### config.mk
export PLATFORM = sky130hd
export DESIGN_NAME = lsu_flat
export DESIGN_NICKNAME = d
export VERILOG_FILES = /design/src/rtl/lsu_pkg.sv /design/src/rtl/lsu_if.sv /design/src/rtl/lsu_align.sv /design/src/rtl/lsu.sv /design/src/flat_wrapper.sv
export SDC_FILE = /design/constraint.sdc
export NUM_CORES = 1
export LEC_CHECK = 0
export BUFFER_PORTS_ARGS = -buffer_cell sky130_fd_sc_hd__buf_2
export CAP_MARGIN = 5
export CORE_MARGIN = 2
export CORE_UTILIZATION = 45
export CTS_CLUSTER_DIAMETER = 100
export DETAILED_ROUTE_END_ITERATION = 8
export PLACE_DENSITY = 0.77
export SYNTH_ARGS = -nofsm -noshare
export SYNTH_HDL_FRONTEND = slang
export SYNTH_HIERARCHICAL = 1
export SYNTH_SLANG_ARGS = --single-unit
### constraint.sdc
create_clock -name clk -period 5.4 [get_ports clk]
set_input_delay 0.27 -clock clk [delete_from_list [all_inputs] [get_ports clk]]
set_output_delay 0.27 -clock clk [all_outputs]
set_load 0.005 [all_outputs]
### src/rtl/lsu_pkg.sv
// Shared types and helpers for the load/store unit.
package lsu_pkg;

    localparam logic [2:0] F3_B  = 3'b000;
    localparam logic [2:0] F3_H  = 3'b001;
    localparam logic [2:0] F3_W  = 3'b010;
    localparam logic [2:0] F3_BU = 3'b100;
    localparam logic [2:0] F3_HU = 3'b101;

    typedef enum logic [1:0] {IDLE, ACC0, ACC1, RESP} state_e;

    // Access size in bytes; 0 for codes that do not name a width.
    function automatic logic [2:0] size_of(input logic [2:0] funct3);
        case (funct3[1:0])
            2'b00:   return 3'd1;
            2'b01:   return 3'd2;
            2'b10:   return 3'd4;
            default: return 3'd0;
        endcase
    endfunction

    // Stores have no unsigned variants, loads add LBU/LHU.
    function automatic logic f3_legal(input logic we, input logic [2:0] funct3);
        if (we) begin
            return (funct3 == F3_B) || (funct3 == F3_H) || (funct3 == F3_W);
        end
        return (funct3 == F3_B) || (funct3 == F3_H) || (funct3 == F3_W) ||
               (funct3 == F3_BU) || (funct3 == F3_HU);
    endfunction

endpackage

### src/rtl/lsu_if.sv
// CPU request/response and dmem signals for the load/store unit.
// master: the LSU itself (it masters the dmem port); slave: core plus dmem.
interface lsu_if #(
    parameter int unsigned AWIDTH = 10
);
    logic              req_valid;
    logic              req_ready;
    logic              req_we;
    logic [2:0]        req_funct3;
    logic [31:0]       req_addr;
    logic [31:0]       req_wdata;
    logic              resp_valid;
    logic              resp_err;
    logic [31:0]       resp_rdata;
    logic              mem_en;
    logic [3:0]        mem_wbe;
    logic [AWIDTH-1:0] mem_addr;
    logic [31:0]       mem_din;
    logic [31:0]       mem_dout;

    modport master (
        input  req_valid, req_we, req_funct3, req_addr, req_wdata, mem_dout,
        output req_ready, resp_valid, resp_err, resp_rdata,
        output mem_en, mem_wbe, mem_addr, mem_din
    );

    modport slave (
        output req_valid, req_we, req_funct3, req_addr, req_wdata, mem_dout,
        input  req_ready, resp_valid, resp_err, resp_rdata,
        input  mem_en, mem_wbe, mem_addr, mem_din
    );
endinterface

### src/rtl/lsu_align.sv
// Byte-lane alignment: store enables/data for both word accesses and
// load merge plus sign/zero extension.
module lsu_align
    import lsu_pkg::*;
(
    input  logic [1:0]  offset,
    input  logic [2:0]  size,
    input  logic [31:0] wdata,
    input  logic [31:0] lo,
    input  logic [31:0] hi,
    input  logic [2:0]  funct3,
    output logic [3:0]  wbe0,
    output logic [3:0]  wbe1,
    output logic [31:0] din0,
    output logic [31:0] din1,
    output logic        split,
    output logic [31:0] ext_rdata
);
    logic [7:0]  mask;
    logic [7:0]  mask_lo;
    logic [7:0]  mask_hi;
    logic [2:0]  rsh;
    logic [31:0] merged;

    // Lane masks, shifted data and extended load result.
    always_comb begin
        mask    = 8'((8'd1 << size) - 8'd1);
        rsh     = 3'd4 - {1'b0, offset};
        mask_lo = mask << offset;
        mask_hi = mask >> rsh;
        wbe0    = mask_lo[3:0];
        wbe1    = mask_hi[3:0];
        din0    = wdata << {offset, 3'b000};
        din1    = (offset == 2'd0) ? 32'd0 : (wdata >> {rsh, 3'b000});
        split   = ({2'b00, offset} + {1'b0, size}) > 4'd4;
        merged  = 32'({hi, lo} >> {offset, 3'b000});
        case (funct3)
            F3_B:    ext_rdata = {{24{merged[7]}}, merged[7:0]};
            F3_H:    ext_rdata = {{16{merged[15]}}, merged[15:0]};
            F3_W:    ext_rdata = merged;
            F3_BU:   ext_rdata = {24'd0, merged[7:0]};
            F3_HU:   ext_rdata = {16'd0, merged[15:0]};
            default: ext_rdata = 32'd0;
        endcase
    end
endmodule

### src/rtl/lsu.sv
// Load/store unit: one request at a time, misaligned accesses split into
// two word accesses, one-cycle response pulse.
module lsu
    import lsu_pkg::*;
#(
    parameter int unsigned DWIDTH = 32,
    parameter int unsigned AWIDTH = 10
) (
    input logic   clk,
    input logic   rst,
    lsu_if.master bus
);
    state_e            state_q, state_d;
    logic              we_q, we_d;
    logic [2:0]        f3_q, f3_d;
    logic [1:0]        off_q, off_d;
    logic [AWIDTH-1:0] widx_q, widx_d;
    logic [DWIDTH-1:0] wdata_q, wdata_d;
    logic [DWIDTH-1:0] lo_q, lo_d;
    logic              err_q, err_d;
    logic [DWIDTH-1:0] rdata_q, rdata_d;
    logic [AWIDTH-1:0] maddr_q, maddr_d;

    logic              req_ready, resp_valid, resp_err, mem_en;
    logic [3:0]        mem_wbe, wbe0, wbe1;
    logic [AWIDTH-1:0] mem_addr;
    logic [31:0]       mem_din, din0, din1, lo_in, hi_in, ext_rdata;
    logic              split;

    // In ACC1 the low word is already captured and dmem returns the high word.
    assign lo_in = (state_q == ACC1) ? lo_q : bus.mem_dout;
    assign hi_in = (state_q == ACC1) ? bus.mem_dout : 32'd0;

    lsu_align u_align (
        .offset    (off_q),
        .size      (size_of(f3_q)),
        .wdata     (wdata_q),
        .lo        (lo_in),
        .hi        (hi_in),
        .funct3    (f3_q),
        .wbe0      (wbe0),
        .wbe1      (wbe1),
        .din0      (din0),
        .din1      (din1),
        .split     (split),
        .ext_rdata (ext_rdata)
    );

    // Next-state and port outputs; reset masks everything so no write escapes.
    always_comb begin
        state_d    = state_q;
        we_d       = we_q;
        f3_d       = f3_q;
        off_d      = off_q;
        widx_d     = widx_q;
        wdata_d    = wdata_q;
        lo_d       = lo_q;
        err_d      = err_q;
        rdata_d    = rdata_q;
        req_ready  = 1'b0;
        resp_valid = 1'b0;
        resp_err   = 1'b0;
        mem_en     = 1'b0;
        mem_wbe    = 4'd0;
        mem_din    = 32'd0;
        mem_addr   = maddr_q;
        unique case (state_q)
            IDLE: begin
                req_ready = 1'b1;
                if (bus.req_valid) begin
                    we_d    = bus.req_we;
                    f3_d    = bus.req_funct3;
                    off_d   = bus.req_addr[1:0];
                    widx_d  = bus.req_addr[AWIDTH+1:2];
                    wdata_d = bus.req_wdata;
                    if (f3_legal(bus.req_we, bus.req_funct3)) begin
                        err_d   = 1'b0;
                        state_d = ACC0;
                    end else begin
                        err_d   = 1'b1;
                        rdata_d = '0;
                        state_d = RESP;
                    end
                end
            end
            ACC0: begin
                mem_en   = 1'b1;
                mem_addr = widx_q;
                if (we_q) begin
                    mem_wbe = wbe0;
                    mem_din = din0;
                end
                lo_d = bus.mem_dout;
                if (split) begin
                    state_d = ACC1;
                end else begin
                    rdata_d = we_q ? '0 : ext_rdata;
                    state_d = RESP;
                end
            end
            ACC1: begin
                mem_en   = 1'b1;
                mem_addr = widx_q + AWIDTH'(1);
                if (we_q) begin
                    mem_wbe = wbe1;
                    mem_din = din1;
                end
                rdata_d = we_q ? '0 : ext_rdata;
                state_d = RESP;
            end
            RESP: begin
                resp_valid = 1'b1;
                resp_err   = err_q;
                state_d    = IDLE;
            end
            default: state_d = IDLE;
        endcase
        if (rst) begin
            req_ready  = 1'b0;
            resp_valid = 1'b0;
            resp_err   = 1'b0;
            mem_en     = 1'b0;
            mem_wbe    = 4'd0;
            mem_din    = 32'd0;
            mem_addr   = maddr_q;
        end
        maddr_d = mem_addr;
    end

    // State and request/capture registers.
    always_ff @(posedge clk) begin
        if (rst) begin
            state_q <= IDLE;
            we_q    <= 1'b0;
            f3_q    <= 3'd0;
            off_q   <= 2'd0;
            widx_q  <= '0;
            wdata_q <= '0;
            lo_q    <= '0;
            err_q   <= 1'b0;
            rdata_q <= '0;
            maddr_q <= '0;
        end else begin
            state_q <= state_d;
            we_q    <= we_d;
            f3_q    <= f3_d;
            off_q   <= off_d;
            widx_q  <= widx_d;
            wdata_q <= wdata_d;
            lo_q    <= lo_d;
            err_q   <= err_d;
            rdata_q <= rdata_d;
            maddr_q <= maddr_d;
        end
    end

    assign bus.req_ready  = req_ready;
    assign bus.resp_valid = resp_valid;
    assign bus.resp_err   = resp_err;
    assign bus.resp_rdata = rdata_q;
    assign bus.mem_en     = mem_en;
    assign bus.mem_wbe    = mem_wbe;
    assign bus.mem_addr   = mem_addr;
    assign bus.mem_din    = mem_din;
endmodule

### src/flat_wrapper.sv
// flat-port wrapper written by rule: the top's interface ports become plain ports
module lsu_flat import lsu_pkg::*;
#(
    parameter int unsigned DWIDTH = 32,
    parameter int unsigned AWIDTH = 10
)
  (clk, rst, bus_req_valid, bus_req_we, bus_req_funct3, bus_req_addr, bus_req_wdata, bus_mem_dout, bus_req_ready, bus_resp_valid, bus_resp_err, bus_resp_rdata, bus_mem_en, bus_mem_wbe, bus_mem_addr, bus_mem_din);
  lsu_if #(.AWIDTH(AWIDTH)) bus_i ();
  input logic clk;
  input logic rst;
  input wire logic [$bits(bus_i.req_valid)-1:0] bus_req_valid;
  input wire logic [$bits(bus_i.req_we)-1:0] bus_req_we;
  input wire logic [$bits(bus_i.req_funct3)-1:0] bus_req_funct3;
  input wire logic [$bits(bus_i.req_addr)-1:0] bus_req_addr;
  input wire logic [$bits(bus_i.req_wdata)-1:0] bus_req_wdata;
  input wire logic [$bits(bus_i.mem_dout)-1:0] bus_mem_dout;
  output wire logic [$bits(bus_i.req_ready)-1:0] bus_req_ready;
  output wire logic [$bits(bus_i.resp_valid)-1:0] bus_resp_valid;
  output wire logic [$bits(bus_i.resp_err)-1:0] bus_resp_err;
  output wire logic [$bits(bus_i.resp_rdata)-1:0] bus_resp_rdata;
  output wire logic [$bits(bus_i.mem_en)-1:0] bus_mem_en;
  output wire logic [$bits(bus_i.mem_wbe)-1:0] bus_mem_wbe;
  output wire logic [$bits(bus_i.mem_addr)-1:0] bus_mem_addr;
  output wire logic [$bits(bus_i.mem_din)-1:0] bus_mem_din;
  assign bus_i.req_valid = bus_req_valid;
  assign bus_i.req_we = bus_req_we;
  assign bus_i.req_funct3 = bus_req_funct3;
  assign bus_i.req_addr = bus_req_addr;
  assign bus_i.req_wdata = bus_req_wdata;
  assign bus_i.mem_dout = bus_mem_dout;
  assign bus_req_ready = bus_i.req_ready;
  assign bus_resp_valid = bus_i.resp_valid;
  assign bus_resp_err = bus_i.resp_err;
  assign bus_resp_rdata = bus_i.resp_rdata;
  assign bus_mem_en = bus_i.mem_en;
  assign bus_mem_wbe = bus_i.mem_wbe;
  assign bus_mem_addr = bus_i.mem_addr;
  assign bus_mem_din = bus_i.mem_din;
  lsu #(.DWIDTH(DWIDTH), .AWIDTH(AWIDTH)) u_core (.clk(clk), .rst(rst), .bus(bus_i));
endmodule
==> metrics.cfg <==
[status]
status=complete, no violations

[synthesis]
syn_inst=1143
syn_avg_cell_area_um2=7.610
yosys_warnings=6
syn-num-nets=1256
syn_area_um2=8698

[timing]
clock_skew_ns=0.01037
period_share=0.8045
worst_slack_ns=1.056
rsz0062_at_grt=no
slew_headroom=0.2294
min_period_ns=4.344
setup_viol=0
slew_violations=0
worst_pin_slew_ns=1.156
tns_ns=0
fmax_ghz=0.2302
hold_viol_final=0

[clock_network]
cts_hold_buf=0
postCtsSetupRepairBufs=0
clk_pin_slew_ns=0.06
cts_tree=built
cts_root_buf=clkbuf_16
cts_resized=0
htreeDepth=4
clkLatencyLatePin_ns=0.43
cts_buffers=17
cts_buffer_depth=2
clock_sinks=125

[floorplan]
start_util=0.4619
die_h_um=143.0
ios=185
die_w_um=143.0
fp.dieArea_um2=20460
core_area_um2=18830
rows=50

[global_route]
grt_use_total=0.2391
grt_pass1_wl_um=39280
grt_antenna_before_repair=0
grt-ovfl-total=0
grt_pass1_vias=7791
grt_max_degree=83

[finish]
fin_nets=1346
multi_input_area_um2=5685
area_delta_synth_final_pct=16.00
drive_above_1_share=0.2191
regArea_um2=2507
nFillCells=1741
diodes=0

[setup_path]
critPathLaunchType=flip-flop
required_ns=5.13
arrival_ns=4.07
worstSetupEndpointType=output pin
path_class=flip-flop to output pin
crit_fanout=63

[detailed_routing]
vias=8582
drc_errors=0
drt.antenna.violating_nets=0
route.detailed.wl_per_inst_um=16.18
drt_iter0_drc=614
viasPerCell=5.699
drtPass1Iterations=5
routed_wl_um=24360

[power_and_ir_drop]
ir_worst_vdd_mv=0.2957
p_leak_nw=3.865
p_per_area_nw_per_um2=452.9

[job]
drv_cap=0

[place]
dp_slack_ns=1.582
gp_congestion=0.8733
post-dp-hpwl_um=16690
place.port_buffers=164

[min_path]
worstHoldPathType=input port to flip-flop

[cells in the final DEF, fill, tap and decap left out, drive strengths merged, types with 22 or more instances in the layout]
| master | count |
|---|---|
| a211oi | 34 |
| clkbuf | 22 |
| a22oi | 38 |
| dfxtp | 125 |
| nand2b | 38 |
| o21ai | 73 |
| and2 | 62 |
| buf | 176 |
| nor2b | 25 |
| nor2 | 141 |
| nand3 | 43 |
| mux2i | 67 |
| nand2 | 140 |
| a21oi | 96 |
| mux2 | 42 |
[routing by layer]
layer  global-route usage  wire (µm)
met4              0.09432        676
met5                    0          0
met2               0.3860      11390
met3              0.04695       1729
met1               0.3145      10560
[power by group]
group          internal (mW)  total, mW  leakage (nW)  switching (mW)
registers               1.12       1.30          1.02           0.179
logic                  0.834       2.09          2.55            1.26
clock network          0.749       1.18         0.290           0.430
[path summary, 6_finish.rpt]
check                                                from  slack [ns]  cells after the start                        end
worst max-delay path                      u_core/off_q[0]        1.06                     10            bus_mem_din[30]
worst max register to register             u_core/f3_q[1]        1.53                     12   u_core/bus.resp_rdata[4]
worst min register to register  u_core/bus.resp_rdata[24]        0.46                      2  u_core/bus.resp_rdata[24]
worst min-delay path                    bus_req_wdata[17]        0.08                      3         u_core/wdata_q[17]
[flip-flops by register name, summed over array words and instances, names as in the netlist]
signal,flops
u_core/off_q,2
u_core/maddr_q,10
u_core/err_q,1
u_core/lo_q,32
u_core/widx_q,10
u_core/state_q,2
u_core/we_q,1
u_core/bus.resp_rdata,32
u_core/wdata_q,32
u_core/f3_q,3
[stage by stage]
step | total power [mW] | hold WS, ns | instances | util | area (µm²)
floorplan | 2.913 | 0.4060 | 1143 | - | 8698
global placement | 3.330 | 0.4471 | 1474 | 0.5039 | 9488
detailed placement | 3.386 | 0.4475 | 1474 | 0.5039 | 9488
CTS | 4.571 | 0.05854 | 1506 | 0.5358 | 10090
global route | 4.878 | 0.07344 | 1506 | 0.5358 | 10090
finish | 4.570 | 0.07596 | 1506 | 0.5358 | 10090
[critical path, stage by stage (launching register included)]
cell and delay, ns:
dfxtp_4 0.76, inv_1 0.43, ha_1 0.51, buf_4 0.27, inv_1 0.12, nand2_1 0.30
nor2_1 0.63, and2_1 0.22, a22oi_1 0.09, nor2_1 0.17, buf_2 0.13
[cell type report]
cell class / instances / area share
multi-input cells: 898 / 0.5635
flip-flops and latches: 125 / 0.2485
repair buffers: 176 / 0.09053
clock buffers: 22 / 0.04601
well taps: 260 / 0.03224
clock inverters: 10 / 0.01364
inverters: 15 / 0.005580
No activity file was read; power rests on OpenSTA's default activity.
